--- src/rtl/mem_port_arbiter_pkg.sv ---
// Shared types for the memory-port arbiter: FSM states, pending-request payload, owner ids.
package def_arb;

  localparam int unsigned ARB_ADDR_W = 64;
  localparam int unsigned ARB_DATA_W = 64;

  typedef enum logic [2:0] {
    IDLE  = 3'd0,
    REQ   = 3'd1,
    WAIT  = 3'd2,
    HOLD  = 3'd3,
    FENCE = 3'd4
  } arb_state_t;

  localparam logic ARB_OWNER_I = 1'b0;
  localparam logic ARB_OWNER_D = 1'b1;

  typedef struct packed {
    logic [ARB_ADDR_W-1:0] addr;
    logic [1:0]            size;
    logic                  write;
    logic [ARB_DATA_W-1:0] wdata;
    logic                  fence_i;
  } mem_req_t;

endpackage

--- src/rtl/mem_port_arbiter_if.sv ---
// Fetch, data and downstream memory handshakes seen by the arbiter.
interface mem_port_arbiter_if #(
  parameter int unsigned ADDR_W = 64,
  parameter int unsigned DATA_W = 64
);
  logic              i_en;
  logic [ADDR_W-1:0] i_addr;
  logic [1:0]        i_size;
  logic              i_valid;
  logic [DATA_W-1:0] i_rdata;
  logic              i_acc_err;
  logic              i_ready;

  logic              d_en;
  logic [ADDR_W-1:0] d_addr;
  logic [1:0]        d_size;
  logic              d_write;
  logic [DATA_W-1:0] d_wdata;
  logic              d_fence_i;
  logic              d_valid;
  logic [DATA_W-1:0] d_rdata;
  logic              d_acc_err;
  logic              d_ready;

  logic              m_req;
  logic [ADDR_W-1:0] m_addr;
  logic [1:0]        m_size;
  logic              m_write;
  logic [DATA_W-1:0] m_wdata;
  logic              m_gnt;
  logic              m_rvalid;
  logic [DATA_W-1:0] m_rdata;
  logic              m_err;

  // Arbiter view.
  modport slave (
    input  i_en, i_addr, i_size, i_ready,
    input  d_en, d_addr, d_size, d_write, d_wdata, d_fence_i, d_ready,
    input  m_gnt, m_rvalid, m_rdata, m_err,
    output i_valid, i_rdata, i_acc_err,
    output d_valid, d_rdata, d_acc_err,
    output m_req, m_addr, m_size, m_write, m_wdata
  );

  // Pipeline stages plus downstream port view.
  modport master (
    output i_en, i_addr, i_size, i_ready,
    output d_en, d_addr, d_size, d_write, d_wdata, d_fence_i, d_ready,
    output m_gnt, m_rvalid, m_rdata, m_err,
    input  i_valid, i_rdata, i_acc_err,
    input  d_valid, d_rdata, d_acc_err,
    input  m_req, m_addr, m_size, m_write, m_wdata
  );
endinterface

--- src/rtl/mem_port_arbiter_req_slot.sv ---
// One pending-request register with a valid flag; clear wins over load.
module arb_req_slot
  import def_arb::*;
(
  input  logic     clock,
  input  logic     reset,
  input  logic     load,
  input  logic     clear,
  input  mem_req_t req_in,
  output logic     valid,
  output mem_req_t req
);

  always_ff @(posedge clock) begin
    if (reset) begin
      valid <= 1'b0;
      req   <= '0;
    end else if (clear) begin
      valid <= 1'b0;
    end else if (load) begin
      valid <= 1'b1;
      req   <= req_in;
    end
  end

endmodule

--- src/rtl/mem_port_arbiter.sv ---
// Shares one downstream memory port between fetch and data; one transaction at a time,
// response held until the owning stage takes it.
module mem_port_arbiter
  import def_arb::*;
#(
  parameter int unsigned ADDR_W     = ARB_ADDR_W,
  parameter int unsigned DATA_W     = ARB_DATA_W,
  parameter int unsigned STARVE_MAX = 4
) (
  input logic               clock,
  input logic               reset,
  mem_port_arbiter_if.slave bus
);

  localparam int unsigned CNT_W = $clog2(STARVE_MAX + 1);

  arb_state_t state_q, state_d;
  logic       owner_q, owner_d;
  logic [CNT_W-1:0] starve_q;

  logic     i_pend, d_pend, i_load, d_load, i_clear, d_clear;
  logic     grant_i, grant_d, i_busy, d_busy;
  mem_req_t i_req_in, d_req_in, i_req, d_req, win;

  assign i_req_in = '{addr: ARB_ADDR_W'(bus.i_addr), size: bus.i_size, write: 1'b0,
                      wdata: '0, fence_i: 1'b0};
  assign d_req_in = '{addr: ARB_ADDR_W'(bus.d_addr), size: bus.d_size, write: bus.d_write,
                      wdata: ARB_DATA_W'(bus.d_wdata), fence_i: bus.d_fence_i};

  // A side is busy from grant until the cycle its response is released.
  assign i_busy = (owner_q == ARB_OWNER_I) &&
                  ((state_q == WAIT) || ((state_q == HOLD) && !bus.i_ready));
  assign d_busy = (owner_q == ARB_OWNER_D) &&
                  ((state_q == WAIT) || (((state_q == HOLD) || (state_q == FENCE)) && !bus.d_ready));

  assign i_load = bus.i_en && !i_pend && !i_busy;
  assign d_load = bus.d_en && !d_pend && !d_busy;

  arb_req_slot u_i_slot (
    .clock (clock), .reset (reset), .load (i_load), .clear (i_clear),
    .req_in (i_req_in), .valid (i_pend), .req (i_req)
  );

  arb_req_slot u_d_slot (
    .clock (clock), .reset (reset), .load (d_load), .clear (d_clear),
    .req_in (d_req_in), .valid (d_pend), .req (d_req)
  );

  assign win = grant_d ? d_req : i_req;

  // State register.
  always_ff @(posedge clock) begin
    if (reset) begin
      state_q <= IDLE;
      owner_q <= ARB_OWNER_I;
    end else begin
      state_q <= state_d;
      owner_q <= owner_d;
    end
  end

  // Arbitration and next state; data wins unless fetch has waited STARVE_MAX grants.
  always_comb begin
    state_d = state_q;
    owner_d = owner_q;
    grant_i = 1'b0;
    grant_d = 1'b0;
    i_clear = 1'b0;
    d_clear = 1'b0;
    unique case (state_q)
      IDLE: begin
        if (d_pend && (!i_pend || (starve_q != CNT_W'(STARVE_MAX)))) begin
          grant_d = 1'b1;
          owner_d = ARB_OWNER_D;
          state_d = d_req.fence_i ? FENCE : REQ;
          d_clear = d_req.fence_i;
        end else if (i_pend) begin
          grant_i = 1'b1;
          owner_d = ARB_OWNER_I;
          state_d = REQ;
        end
      end
      REQ: begin
        if (bus.m_gnt) begin
          state_d = WAIT;
          i_clear = (owner_q == ARB_OWNER_I);
          d_clear = (owner_q == ARB_OWNER_D);
        end
      end
      WAIT:  if (bus.m_rvalid) state_d = HOLD;
      HOLD:  if ((owner_q == ARB_OWNER_D) ? bus.d_ready : bus.i_ready) state_d = IDLE;
      FENCE: if (bus.d_ready) state_d = IDLE;
      default: state_d = IDLE;
    endcase
  end

  always_ff @(posedge clock) begin
    if (reset) begin
      starve_q <= '0;
    end else if (grant_i || !i_pend) begin
      starve_q <= '0;
    end else if (grant_d && (starve_q != CNT_W'(STARVE_MAX))) begin
      starve_q <= starve_q + CNT_W'(1);
    end
  end

  // Registered downstream payload and per-side responses.
  always_ff @(posedge clock) begin
    if (reset) begin
      bus.m_req     <= 1'b0;
      bus.m_addr    <= '0;
      bus.m_size    <= '0;
      bus.m_write   <= 1'b0;
      bus.m_wdata   <= '0;
      bus.i_valid   <= 1'b0;
      bus.i_rdata   <= '0;
      bus.i_acc_err <= 1'b0;
      bus.d_valid   <= 1'b0;
      bus.d_rdata   <= '0;
      bus.d_acc_err <= 1'b0;
    end else begin
      bus.m_req   <= (state_d == REQ);
      bus.i_valid <= (state_d == HOLD) && (owner_d == ARB_OWNER_I);
      bus.d_valid <= ((state_d == HOLD) && (owner_d == ARB_OWNER_D)) || (state_d == FENCE);
      if ((grant_i || grant_d) && (state_d == REQ)) begin
        bus.m_addr  <= ADDR_W'(win.addr);
        bus.m_size  <= win.size;
        bus.m_write <= win.write;
        bus.m_wdata <= DATA_W'(win.wdata);
      end
      if ((state_q == WAIT) && bus.m_rvalid) begin
        if (owner_q == ARB_OWNER_D) begin
          bus.d_rdata   <= bus.m_rdata;
          bus.d_acc_err <= bus.m_err;
        end else begin
          bus.i_rdata   <= bus.m_rdata;
          bus.i_acc_err <= bus.m_err;
        end
      end
      if (state_d == FENCE && state_q == IDLE) begin
        bus.d_rdata   <= '0;
        bus.d_acc_err <= 1'b0;
      end
    end
  end

endmodule

--- src/flat_wrapper.sv ---
// flat-port wrapper written by rule: the top's interface ports become plain ports
module mem_port_arbiter_flat import def_arb::*;
#(
  parameter int unsigned ADDR_W     = ARB_ADDR_W,
  parameter int unsigned DATA_W     = ARB_DATA_W,
  parameter int unsigned STARVE_MAX = 4
)
  (clock, reset, bus_i_en, bus_i_addr, bus_i_size, bus_i_ready, bus_d_en, bus_d_addr, bus_d_size, bus_d_write, bus_d_wdata, bus_d_fence_i, bus_d_ready, bus_m_gnt, bus_m_rvalid, bus_m_rdata, bus_m_err, bus_i_valid, bus_i_rdata, bus_i_acc_err, bus_d_valid, bus_d_rdata, bus_d_acc_err, bus_m_req, bus_m_addr, bus_m_size, bus_m_write, bus_m_wdata);
  mem_port_arbiter_if #(.ADDR_W(ADDR_W), .DATA_W(DATA_W)) bus_i ();
  input logic clock;
  input logic reset;
  input wire logic [$bits(bus_i.i_en)-1:0] bus_i_en;
  input wire logic [$bits(bus_i.i_addr)-1:0] bus_i_addr;
  input wire logic [$bits(bus_i.i_size)-1:0] bus_i_size;
  input wire logic [$bits(bus_i.i_ready)-1:0] bus_i_ready;
  input wire logic [$bits(bus_i.d_en)-1:0] bus_d_en;
  input wire logic [$bits(bus_i.d_addr)-1:0] bus_d_addr;
  input wire logic [$bits(bus_i.d_size)-1:0] bus_d_size;
  input wire logic [$bits(bus_i.d_write)-1:0] bus_d_write;
  input wire logic [$bits(bus_i.d_wdata)-1:0] bus_d_wdata;
  input wire logic [$bits(bus_i.d_fence_i)-1:0] bus_d_fence_i;
  input wire logic [$bits(bus_i.d_ready)-1:0] bus_d_ready;
  input wire logic [$bits(bus_i.m_gnt)-1:0] bus_m_gnt;
  input wire logic [$bits(bus_i.m_rvalid)-1:0] bus_m_rvalid;
  input wire logic [$bits(bus_i.m_rdata)-1:0] bus_m_rdata;
  input wire logic [$bits(bus_i.m_err)-1:0] bus_m_err;
  output wire logic [$bits(bus_i.i_valid)-1:0] bus_i_valid;
  output wire logic [$bits(bus_i.i_rdata)-1:0] bus_i_rdata;
  output wire logic [$bits(bus_i.i_acc_err)-1:0] bus_i_acc_err;
  output wire logic [$bits(bus_i.d_valid)-1:0] bus_d_valid;
  output wire logic [$bits(bus_i.d_rdata)-1:0] bus_d_rdata;
  output wire logic [$bits(bus_i.d_acc_err)-1:0] bus_d_acc_err;
  output wire logic [$bits(bus_i.m_req)-1:0] bus_m_req;
  output wire logic [$bits(bus_i.m_addr)-1:0] bus_m_addr;
  output wire logic [$bits(bus_i.m_size)-1:0] bus_m_size;
  output wire logic [$bits(bus_i.m_write)-1:0] bus_m_write;
  output wire logic [$bits(bus_i.m_wdata)-1:0] bus_m_wdata;
  assign bus_i.i_en = bus_i_en;
  assign bus_i.i_addr = bus_i_addr;
  assign bus_i.i_size = bus_i_size;
  assign bus_i.i_ready = bus_i_ready;
  assign bus_i.d_en = bus_d_en;
  assign bus_i.d_addr = bus_d_addr;
  assign bus_i.d_size = bus_d_size;
  assign bus_i.d_write = bus_d_write;
  assign bus_i.d_wdata = bus_d_wdata;
  assign bus_i.d_fence_i = bus_d_fence_i;
  assign bus_i.d_ready = bus_d_ready;
  assign bus_i.m_gnt = bus_m_gnt;
  assign bus_i.m_rvalid = bus_m_rvalid;
  assign bus_i.m_rdata = bus_m_rdata;
  assign bus_i.m_err = bus_m_err;
  assign bus_i_valid = bus_i.i_valid;
  assign bus_i_rdata = bus_i.i_rdata;
  assign bus_i_acc_err = bus_i.i_acc_err;
  assign bus_d_valid = bus_i.d_valid;
  assign bus_d_rdata = bus_i.d_rdata;
  assign bus_d_acc_err = bus_i.d_acc_err;
  assign bus_m_req = bus_i.m_req;
  assign bus_m_addr = bus_i.m_addr;
  assign bus_m_size = bus_i.m_size;
  assign bus_m_write = bus_i.m_write;
  assign bus_m_wdata = bus_i.m_wdata;
  mem_port_arbiter #(.ADDR_W(ADDR_W), .DATA_W(DATA_W), .STARVE_MAX(STARVE_MAX)) u_core (.clock(clock), .reset(reset), .bus(bus_i));
endmodule
--- config.mk ---
export PLATFORM = sky130hd
export DESIGN_NAME = mem_port_arbiter_flat
export DESIGN_NICKNAME = d
export VERILOG_FILES = /design/src/rtl/mem_port_arbiter_pkg.sv /design/src/rtl/mem_port_arbiter_if.sv /design/src/rtl/mem_port_arbiter_req_slot.sv /design/src/rtl/mem_port_arbiter.sv /design/src/flat_wrapper.sv
export SDC_FILE = /design/constraint.sdc
export NUM_CORES = 1
export LEC_CHECK = 0
export CAP_MARGIN = 15
export CORE_ASPECT_RATIO = 1.25
export CORE_UTILIZATION = 51
export DETAILED_ROUTE_END_ITERATION = 8
export PLACE_DENSITY = 0.81
export SLEW_MARGIN = 40
export SYNTH_ARGS = -nofsm -noshare
export SYNTH_HDL_FRONTEND = slang
export SYNTH_HIERARCHICAL = 1
export SYNTH_SLANG_ARGS = --single-unit
--- constraint.sdc ---
create_clock -name clock -period 3.29 [get_ports clock]
set_clock_uncertainty 0.15 [all_clocks]
set_input_delay 0.4935 -clock clock [delete_from_list [all_inputs] [get_ports clock]]
set_output_delay 0.4935 -clock clock [all_outputs]
set_load 0.02 [all_outputs]
==> flow_metrics.py, run 1 <==
metrics = {
    "pwr": {
        "power_per_cell_area_nw_per_um2": 588,
        "power.total_mw": 17.8,
        "peakVddDrop_v": 0.000402,
        "leakage_nw": 9.88,
    },
    "routing": {
        "dr.pass1.iters": 8,
        "antenna_left": 0,
        "vias_per_cell": 5.68,
        "via_count": 20500,
        "wire_per_inst_um": 20.1,
        "wl_um": 72500,
        "drt-initial-drc-count": 1147,
        "drc": 0,
    },
    "sta": {
        "slew_viol_final": 0,
        "hold_slack_ns": 0.145,
        "setup_violations": 0,
        "finalSetupTns_ns": 0,
        "post-route-period-util_pct": 82.2,
        "fin_crit_ns": 2.71,
        "slew_headroom_pct": 50.9,
        "worst_pin_slew_ns": 0.737,
        "worst_slack_ns": 0.584,
        "rsz0062_at_grt": "false",
        "fmax_ghz": 0.370,
        "hold_viol": 0,
    },
    "synth": {
        "avgSynthCellArea_um2": 8.88,
        "syn-cell-area_um2": 22800,
        "ys_warn_count": 6,
        "synthCells": 2573,
    },
    "die": {
        "die_h_um": 239,
        "core_region_area_um2": 44100,
        "num_io_pins": 535,
        "start_util_pct": 51.8,
        "die_w_um": 191,
        "rows": 86,
        "dieArea_um2": 45600,
    },
    "cts": {
        "post_cts_buffers": 0,
        "path_clk_slew_ns": 0.06,
        "cts_made_buffers": 52,
        "htree_levels": 2,
        "cts_buffer_depth": 3,
        "cts_tree": "done",
        "cts_resized": 0,
        "worst_skew_pair.late_latency_ns": 0.57,
        "ctsHoldBuffers": 0,
        "cts_sinks": 536,
        "root_buffer": "clkbuf_16",
    },
    "run": {
        "maxCapViolCount": 0,
    },
    "min_path": {
        "hold_end": "u_core/bus.m_addr[56]",
        "hp-class": "in -> reg",
        "hold_path.startpoint": "reset",
        "min_path_cells": 2,
    },
    "global_route": {
        "grt_pass1_wl_um": 110000,
        "grt_pass1_vias": 20100,
        "grt_use_total_pct": 30.5,
        "antenna_found_initial": 23,
        "grt_max_degree": 256,
        "overflow": 0,
    },
    "worst_setup_path": {
        "cp.arrival_ns": 3.03,
        "rrSetupSlack_ns": 0.58,
        "reg2reg_from": "u_core/starve_q[0]",
        "path_max_fanout": 111,
        "reg2reg_to": "u_core/u_d_slot/req[2]",
        "path_class": "reg -> reg",
        "required_ns": 3.62,
        "r2r.worst_path.cells": 10,
        "end_kind": "flip-flop",
        "startpoint_type": "flip-flop",
        "worstSetupStartpoint": "u_core/starve_q[0]",
    },
    "finish": {
        "drive_gt1_share_pct": 5.61,
        "nNetsFinal": 3265,
        "fillers": 3446,
        "syn_to_final_growth_pct": 32.5,
    },
    "placement": {
        "place_congestion": 0.922,
        "pre_cts_ws_ns": 0.426,
        "portBuffers": 534,
        "dp_hpwl_um": 46500,
    },
    "run_status": {
        "status": "complete, no violations",
    },
}
==> layer usage <==
metal | wire [um] | vias up | GRT usage [%]
li1 | - | 9716 | -
met5 | 145 | - | 0
met3 | 7230 | 186 | 10.5
met2 | 34500 | 788 | 50.9
met1 | 26900 | 9776 | 34.1
met4 | 3700 | 24 | 15.5
==> worst max-delay path by stage <==
stage                                    to  cells past startpoint
finish               u_core/u_d_slot/req[2]                     10
global route        u_core/u_d_slot/req[37]                     10
CTS                 u_core/u_i_slot/req[17]                      6
detailed placement  u_core/u_i_slot/req[12]                      6
global placement    u_core/u_i_slot/req[67]                      6
floorplan           u_core/u_d_slot/req[55]                     10
==> registers in the layout, summed over array words and instances (netlist names) <==
register,count
u_core/bus.m_write,1
u_core/bus.i_rdata,64
u_core/bus.d_valid,1
u_core/bus.d_rdata,64
u_core/u_d_slot/valid,1
u_core/owner_q,1
u_core/bus.m_size,2
u_core/u_i_slot/valid,1
u_core/bus.m_addr,64
u_core/bus.m_wdata,64
u_core/bus.i_valid,1
u_core/bus.i_acc_err,1
u_core/bus.m_req,1
u_core/bus.d_acc_err,1
u_core/u_d_slot/req,132
u_core/u_i_slot/req,131
u_core/state_q,3
u_core/starve_q,3
==> layout make-up <==
class	instances	area (um^2)	area share (%)
antenna	8	20.0	0.0662
clock buffer	79	1570	5.20
clock inverter	12	166	0.550
inverter	6	22.5	0.0744
multi-input combinational	1833	11200	36.9
sequential	536	10700	35.5
tap	572	716	2.37
timing repair buffer	563	5850	19.3
==> cell usage in the layout, fill, tap and decap left out, drive strengths merged, types with 4 or more instances in the layout <==
cell,n
a21oi,136
a311oi,131
buf,30
bufinv,4
clkbuf,79
clkdlybuf4s50,533
clkinv,6
conb,65
dfxtp,536
diode,8
inv,7
nand2,527
nand2b,265
nand3,4
nand4bb,264
nor2,139
nor2b,4
nor3,8
o21ai,265
==> through the flow <==
step / area [um^2] / utilization [%] / instances
finish: 30300 / 68.6 / 3609
detailed placement: 28400 / 64.5 / 3508
floorplan: 23100 / - / 2637
CTS: 30200 / 68.4 / 3599
global route: 30300 / 68.6 / 3608
global placement: 28400 / 64.5 / 3508
==> power by group <==
part | switching (mW) | internal [mW] | total (mW)
Combinational | 2.32 | 1.76 | 4.07
Sequential | 0.432 | 7.18 | 7.61
Clock | 2.52 | 3.59 | 6.11
==> critical path, stage by stage, from the launching register on <==
cell and delay [ns]:
dfxtp_1 0.35, inv_1 0.08, ha_1 0.24, and3_1 0.23, nor3_1 0.18, a31oi_1 0.07
nor3_2 0.25, buf_12 0.43, nor2b_4 0.11, buf_12 0.22, o21ai_0 0.25
(Power assumes the default switching activity.)
==> run 2, diff against run 1 <==
--- a/config.mk
+++ b/config.mk
@@ -7,9 +7,9 @@
 export LEC_CHECK = 0
 export CAP_MARGIN = 15
 export CORE_ASPECT_RATIO = 1.25
-export CORE_UTILIZATION = 51
+export CORE_UTILIZATION = 46
 export DETAILED_ROUTE_END_ITERATION = 8
-export PLACE_DENSITY = 0.81
+export PLACE_DENSITY = 0.77
 export SLEW_MARGIN = 40
 export SYNTH_ARGS = -nofsm -noshare
 export SYNTH_HDL_FRONTEND = slang
==> constraint.sdc (replaced) <==
create_clock -name clock -period 2.31 [get_ports clock]
set_clock_uncertainty 0.15 [all_clocks]
set_input_delay 0.3465 -clock clock [delete_from_list [all_inputs] [get_ports clock]]
set_output_delay 0.3465 -clock clock [all_outputs]
set_load 0.02 [all_outputs]
==> flow_metrics.py, run 2 (synthesized netlist as in run 1, its figures left out) <==
metrics = {
    "pwr": {
        "leakage_nw": 10.4,
        "power_per_cell_area_nw_per_um2": 842,
        "peakVddDrop_v": 0.000723,
    },
    "global_route": {
        "grt_pass1_vias": 20200,
        "grt_pass1_wl_um": 111000,
        "grt_use_total_pct": 27.3,
        "grt_max_degree": 116,
        "antenna_found_initial": 17,
        "overflow": 0,
    },
    "finish": {
        "multi_input_area_um2": 11200,
        "largest_reg_flops": 132,
        "drive_gt1_share_pct": 8.17,
        "syn_to_final_growth_pct": 37.5,
        "fillers": 3936,
        "nNetsFinal": 3326,
        "reg.largest.list": "u_core/u_d_slot/req (132), u_core/u_i_slot/req (131)",
        "final_common_cell": "dfxtp_1",
        "utilization_pct": 64.5,
        "layout_common_cells": "dfxtp_1 (535), clkdlybuf4s50_1 (533), nand2_1 (527)",
        "top_register": "u_core/u_d_slot/req",
        "ff_latch_area_um2": 10700,
        "fin_cells": 3749,
    },
    "routing": {
        "wire_per_inst_um": 19.6,
        "antenna_left": 0,
        "dr.pass1.iters": 5,
        "wl_um": 73300,
        "drc": 0,
        "via_count": 20500,
        "drt-initial-drc-count": 1240,
        "vias_per_cell": 5.48,
    },
    "sta": {
        "worst_pin_slew_ns": 0.559,
        "post-route-period-util_pct": 98.1,
        "setup_violations": 0,
        "fmax_ghz": 0.441,
        "slew_headroom_pct": 62.7,
        "slew_viol_final": 0,
        "rsz0062_at_grt": "true",
        "worst_slack_ns": 0.0449,
        "hold_viol": 0,
        "hold_slack_ns": 0.0812,
        "fin_crit_ns": 2.27,
    },
    "die": {
        "die_h_um": 251,
        "rows": 90,
        "core_region_area_um2": 48600,
        "num_io_pins": 535,
        "dieArea_um2": 50500,
        "start_util_pct": 46.9,
        "die_w_um": 201,
    },
    "cts": {
        "path_clk_slew_ns": 0.06,
        "root_buffer": "clkbuf_16",
        "cts_made_buffers": 53,
        "worst_skew_pair.late_latency_ns": 0.61,
        "cts_tree": "done",
        "cts_buffer_depth": 3,
        "htree_levels": 2,
        "cts_sinks": 536,
    },
    "run": {
        "maxCapViolCount": 0,
    },
    "worst_setup_path": {
        "crit_family": "buffers and inverters",
        "cp.arrival_ns": 2.61,
        "rrSetupSlack_ns": 0.04,
        "crit_buf_inv": 5,
        "path_max_fanout": 28,
        "required_ns": 2.65,
        "path_cells": "inv_2 -> ha_4 -> and3_4 -> buf_4 -> buf_4 -> o221a_4 -> buf_12 -> buf_12 -> nor2_1 -> a311oi_1",
        "crit_slowest_cell": "dfxtp_1",
        "critPathMaxStageDelay_ns": 0.32,
        "startpoint_type": "flip-flop",
        "path_class": "reg -> reg",
        "end_kind": "flip-flop",
    },
    "min_path": {
        "hp-class": "in -> reg",
    },
    "placement": {
        "portBuffers": 534,
        "dp_hpwl_um": 47800,
        "place_congestion": 0.903,
        "pre_cts_ws_ns": -0.126,
        "dpl.cell_count": 3627,
    },
    "run_status": {
        "status": "complete, no violations",
    },
}
[run 2: worst paths after layout]
| path | start | endpoint | depth (start not counted) |
|---|---|---|---|
| worst min-delay path | reset | u_core/owner_q | 2 |
| worst min register to register | u_core/bus.d_rdata[59] | u_core/bus.d_rdata[59] | 2 |
| worst max-delay path | u_core/starve_q[0] | u_core/bus.m_addr[60] | 10 |
| worst max register to register | u_core/starve_q[0] | u_core/bus.m_addr[60] | 10 |
[run 2: what timing repair did]
action	CTS	global route
hold buffers	0	0
pin swaps	0	4
resized for setup	4	36
endpoints found under the setup margin	25	281
setup buffers	0	10
gates cloned	0	6
[run 2: area by class of cell]
type	count	area share, %
sequential	536	34.2
clock inverter	20	0.976
multi-input combinational	1833	35.8
inverter	6	0.0717
antenna	9	0.0717
tap	644	2.57
timing repair buffer	623	21.2
clock buffer	78	5.10
[run 2: power by group]
group | internal, mW | switching [mW] | leakage, nW | total [mW]
clock | 5.59 | 3.79 | 0.925 | 9.38
combinational | 2.82 | 3.41 | 5.06 | 6.24
sequential | 10.2 | 0.596 | 4.39 | 10.8
[run 2: layer usage]
layer / track usage, % / vias to the layer above / part of all wire, %
met4: 13.5 / 16 / 4.4
met1: 31.0 / 9839 / 39
met2: 46.6 / 684 / 49
li1: - / 9836 / -
met3: 8.09 / 167 / 7.7
met5: 0 / - / 0.15
[run 2: stage by stage]
step	area [um^2]	TNS, ns	power (mW)
floorplan	23100	0	14.3
global placement	29200	-5.62	16.9
detailed placement	29200	-7.71	17.1
CTS	31100	-0.0268	26.4
global route	31400	-0.0270	27.5
finish	31400	0	26.4
